<file path="config.mk">
export PLATFORM = sky130hd
export DESIGN_NAME = uart_receiver
export DESIGN_NICKNAME = d
export VERILOG_FILES = /design/src/rtl/uart_receiver.sv
export SDC_FILE = /design/constraint.sdc
export NUM_CORES = 1
export LEC_CHECK = 0
export BUFFER_PORTS_ARGS = -buffer_cell sky130_fd_sc_hd__buf_2
export CAP_MARGIN = 15
export CORE_UTILIZATION = 25
export DETAILED_ROUTE_END_ITERATION = 7
export PLACE_DENSITY_LB_ADDON = 0.1
export SYNTH_ARGS = -nofsm -noshare
export SYNTH_HDL_FRONTEND = slang
export SYNTH_SLANG_ARGS = --single-unit
</file>
<file path="constraint.sdc">
create_clock -name clk -period 4.38 [get_ports clk]
set_clock_uncertainty 0.05 [all_clocks]
set_input_delay 1.314 -clock clk [delete_from_list [all_inputs] [get_ports clk]]
set_output_delay 1.314 -clock clk [all_outputs]
set_load 0.005 [all_outputs]
</file>
<file path="src/rtl/uart_receiver.sv">
// rtl/uart_receiver.sv - 8N1 UART receive path with one-entry ready/valid output buffer
//
// Purpose:
//   Deserialises an asynchronous 8N1 (LSB-first) serial line into bytes.
//   Every bit is sampled at its centre and the stop bit is checked.
//   Each good byte is presented through a one-entry ready/valid buffer.
//
// Ports:
//   clk             in   1  system clock, all state on posedge
//   reset           in   1  synchronous, active-high reset
//   serial_in       in   1  asynchronous UART line, idles high
//   data_out        out  8  received byte, stable while data_out_valid=1
//   data_out_valid  out  1  buffer holds an unread byte
//   data_out_ready  in   1  consumer takes the byte when valid&&ready at posedge
//   framing_error   out  1  one-cycle pulse: stop bit sampled 0, byte discarded
//   overrun         out  1  one-cycle pulse: byte completed while buffer full, new byte dropped

module uart_receiver #(
  parameter int CLOCK_FREQ = 125_000_000,
  parameter int BAUD_RATE  = 115_200
) (
  input  logic       clk,
  input  logic       reset,
  input  logic       serial_in,
  output logic [7:0] data_out,
  output logic       data_out_valid,
  input  logic       data_out_ready,
  output logic       framing_error,
  output logic       overrun
);

  localparam int SYMBOL_EDGE_TIME = CLOCK_FREQ / BAUD_RATE;
  localparam int SAMPLE_TIME      = SYMBOL_EDGE_TIME / 2;
  localparam int CW               = $clog2(SYMBOL_EDGE_TIME);

  localparam logic [CW-1:0] SAMPLE_LAST = CW'(SAMPLE_TIME - 1);
  localparam logic [CW-1:0] SYMBOL_LAST = CW'(SYMBOL_EDGE_TIME - 1);

  typedef enum logic [2:0] {
    IDLE,
    START,
    DATA,
    STOP,
    BREAK
  } state_t;

  state_t          state_q, state_d;
  logic [CW-1:0]   cnt_q, cnt_d;
  logic [2:0]      bit_idx_q, bit_idx_d;
  logic [7:0]      shift_q, shift_d;
  logic            sync_q, rx_q;

  logic [7:0]      data_q, data_d;
  logic            valid_q, valid_d;
  logic            fe_q, fe_d;
  logic            ov_q, ov_d;

  logic            deliver;
  logic            frame_bad;

  assign data_out       = data_q;
  assign data_out_valid = valid_q;
  assign framing_error  = fe_q;
  assign overrun        = ov_q;

  // Receive FSM and bit timing
  always_comb begin
    state_d   = state_q;
    cnt_d     = cnt_q + 1'b1;
    bit_idx_d = bit_idx_q;
    shift_d   = shift_q;
    deliver   = 1'b0;
    frame_bad = 1'b0;

    unique case (state_q)
      IDLE: begin
        if (!rx_q) state_d = START;
      end
      START: begin
        // Half a bit into the start bit: a high line here was only a glitch.
        if (cnt_q == SAMPLE_LAST) begin
          if (rx_q) begin
            state_d = IDLE;
          end else begin
            state_d   = DATA;
            bit_idx_d = 3'd0;
          end
        end
      end
      DATA: begin
        // Counter is centre-aligned after START, so each full period lands mid-bit.
        if (cnt_q == SYMBOL_LAST) begin
          shift_d   = {rx_q, shift_q[7:1]};
          bit_idx_d = bit_idx_q + 3'd1;
          cnt_d     = '0;
          if (bit_idx_q == 3'd7) state_d = STOP;
        end
      end
      STOP: begin
        if (cnt_q == SYMBOL_LAST) begin
          if (rx_q) begin
            deliver = 1'b1;
            state_d = IDLE;
          end else begin
            frame_bad = 1'b1;
            state_d   = BREAK;
          end
        end
      end
      BREAK: begin
        // A line held low must go high before a new start edge is accepted.
        if (rx_q) state_d = IDLE;
      end
      default: state_d = IDLE;
    endcase

    if (state_d != state_q) cnt_d = '0;
  end

  // One-entry output buffer
  always_comb begin
    data_d  = data_q;
    valid_d = valid_q;
    fe_d    = frame_bad;
    ov_d    = 1'b0;

    if (deliver) begin
      // A handshake in the same cycle frees the slot for the new byte.
      if (!valid_q || data_out_ready) begin
        data_d  = shift_q;
        valid_d = 1'b1;
      end else begin
        ov_d = 1'b1;
      end
    end else if (valid_q && data_out_ready) begin
      valid_d = 1'b0;
    end
  end

  always_ff @(posedge clk) begin
    if (reset) begin
      sync_q    <= 1'b1;
      rx_q      <= 1'b1;
      state_q   <= IDLE;
      cnt_q     <= '0;
      bit_idx_q <= 3'd0;
      shift_q   <= 8'd0;
      data_q    <= 8'd0;
      valid_q   <= 1'b0;
      fe_q      <= 1'b0;
      ov_q      <= 1'b0;
    end else begin
      sync_q    <= serial_in;
      rx_q      <= sync_q;
      state_q   <= state_d;
      cnt_q     <= cnt_d;
      bit_idx_q <= bit_idx_d;
      shift_q   <= shift_d;
      data_q    <= data_d;
      valid_q   <= valid_d;
      fe_q      <= fe_d;
      ov_q      <= ov_d;
    end
  end

endmodule
</file>
==> flow_summary.ini <==
[finish]
diodes = 0
syn2layout_area_growth_pct = 15.51
utilization_pct = 30.30
fin_nets = 207
drive_above_1_share_pct = 16.58
design_area_mm2 = 0.001957

[synth]
yosys_warnings = 0
syn_area_mm2 = 0.001694
seq_area_frac_synth_pct = 44.90
synth_edf_count = 0
ys_seq_elements = 38
synth_nets = 196
avgSynthCellArea_um2 = 9.059
ys.flop_type = dfxtp_1
syn_inst = 187
synthDistinctLibCells = 38
synth-async-reset-ratio_pct = 0

[setup_path]
required_ns = 4.54
worstSetupStartpointType = input pin
reg2reg_slack_ns = 2.40
crit_type = in2reg
cp_data_arrival_time_ns = 2.32
setup.worst_path.end_class = register
worstPathMaxFanout = 28

[routing]
wl_met1_um = 1786
vias = 1342
wirelength_um = 3588
wl_met3_um = 147
wl_met2_um = 1628
wl_per_cell_um = 13.00
highest_layer = met4
avgViaCountPerCell = 4.862
drc = 2
postRouteAntennaNets = 0
drt_iter0_drc = 76
firstDrtPassIters = 6

[placed_design]
place.detailed.hpwl_um = 2513
portBuffers = 14
place_congestion = 0.7857
placed_cell_area_mm2 = 0.001819

[status]
status = complete, but fails checks
violations = design-rule violations

[timing]
maxSlewHeadroom_pct = 56.91
max_freq_mhz = 461.8
finalMaxSlewViolations = 0
period_needed_ns = 2.165
fin_crit_sh_pct = 49.44
hold_ws_ns = 0.3735
worst_slew_pin_slew_ns = 0.6463
finalHoldViolations = 0
rsz0062_at_grt = no
setup_viol = 0
tns_ns = 0

[global_routing]
grt_pass1_vias = 1237
grt_start_max_net_pins = 29
antenna_found_initial = 0
grt_first_pass_wirelength_um = 6106
grt-ovfl-total = 0
grt_use_total_pct = 10.82

[hold_path]
hp-class = reg2reg

[clock_network]
cts-htree-levels = 2
cts_tree = done
ctsResizeCount = 0
clock_path_buffers = 2
cts_inserted_buffers = 5
clkSinkCount = 38
cts-root-buf = clkbuf_8
ctsHoldBuffers = 0
path_clk_slew_ns = 0.08
clkLatencyLatePin_ns = 0.29
postCtsSetupBuffers = 0

[pwr]
p_leak_nw = 0.7459
max-vdd-ir-drop_uv = 182.3
powerDensity_mw_per_mm2 = 372.2
power_uw = 728.4

[die]
die_area_mm2 = 0.007110
die_w_um = 84.32
num_rows = 29
io_pins = 15
start_util_pct = 26.23
core_area_mm2 = 0.006459
die_y_um = 84.32

[job]
cap_violations = 0
-- through the flow --
stage                     setup slack [ns]  cells
after global routing                 2.106    276
after detailed placement             1.896    268
after floorplan                      2.197    187
after global placement               1.954    268
final                                2.215    276
after CTS                            2.206    276
-- critical path, stage by stage --
cell,delay (ns)
buf_2,0.25
nor3_1,0.35
o21ai_2,0.20
nor3_1,0.20
-- registers in the layout, summed over array words and instances, names as in the netlist, 3 cells and up --
signal     flops
cnt_q         11
shift_q        8
state_q        3
data_out       8
bit_idx_q      3
-- cell usage in the layout (no fill, tap or decap), drive strengths merged, types with 2 or more instances in the layout --
cell type | netlist | routed
nand4 | 3 | 3
ha | 5 | 5
or2 | 2 | 2
nor3 | 11 | 11
nor4 | 4 | 4
clkbuf | 8 | 5
nand2 | 8 | 8
and2 | 2 | 2
nand3 | 13 | 13
nor3b | 2 | 2
and4b | 2 | 2
bufinv | 0 | 2
mux2i | 9 | 9
a21oi | 14 | 14
o21ai | 16 | 16
xnor2 | 7 | 7
buf | 2 | 14
nor2 | 17 | 17
nand4b | 2 | 2
nor2b | 3 | 3
inv | 7 | 7
dfxtp | 38 | 38
xor2 | 2 | 2
-- path summary, 6_finish.rpt --
check / to / cells past startpoint / from
worst max-delay path: cnt_q[4]$_SDFF_PP0_ / 4 / reset
worst min-delay path: rx_q$_SDFF_PP1_ / 1 / sync_q$_SDFF_PP1_
worst max register to register: cnt_q[4]$_SDFF_PP0_ / 6 / cnt_q[0]$_SDFF_PP0_
worst min register to register: rx_q$_SDFF_PP1_ / 1 / sync_q$_SDFF_PP1_
-- area by class of cell --
| cell class | instances | area [µm²] |
|---|---|---|
| fillers | 689 | 4502 |
| inverters | 7 | 26.28 |
| flip-flops and latches | 38 | 760.7 |
| clock inverters | 3 | 68.82 |
| clock buffers | 5 | 68.82 |
| repair buffers | 14 | 70.07 |
| multi-input cells | 132 | 865.8 |
| well taps | 77 | 96.34 |
-- power breakdown --
| part | switching, mW | internal [mW] |
|---|---|---|
| Clock | 0.128 | 0.228 |
| Sequential | 0.00463 | 0.349 |
| Combinational | 0.0113 | 0.00690 |
| Total | 0.144 | 0.584 |
-- kinds of logic after synthesis --
family                     after synthesis  share of synthesized area, %
and+or+nand+nor                         74                         25.48
AOI/OAI and AO/OA                       35                         11.97
muxes                                    9                         5.318
xor gates and xnor gates                 9                         4.653
DFF                                     38                         44.90
adders and majority gates                5                         3.693
buffers and inverters                   17                         3.988
-- Yosys cell counts, types with 2 or more instances --
cell type  number  area (µm²)
clkbuf_1        7       26.28
nand4_1         2       12.51
and4b_1         2       20.02
nand3_1        13       65.06
a21oi_1        14       70.07
nand4b_1        2       17.52
nor2b_1         3       18.77
mux2i_1         9       90.09
xor2_1          2       17.52
nor4_1          4       25.02
xnor2_1         7       61.31
dfxtp_1        38       760.7
buf_2           2       10.01
nor2_1         17       63.81
inv_1           7       26.28
nand2_1         7       26.28
nor3_1         11       55.05
o21ai_0        15       75.07
ha_1            5       62.56
or2_2           2       12.51
-- per-layer routing --
metal  vias up  GRT usage, %
met1       634         14.47
met2        20         16.39
met4         0         3.762
met3         2         3.441
li1        686             -
met5         -             0
Note: power is estimated with default switching activity, not from simulation.
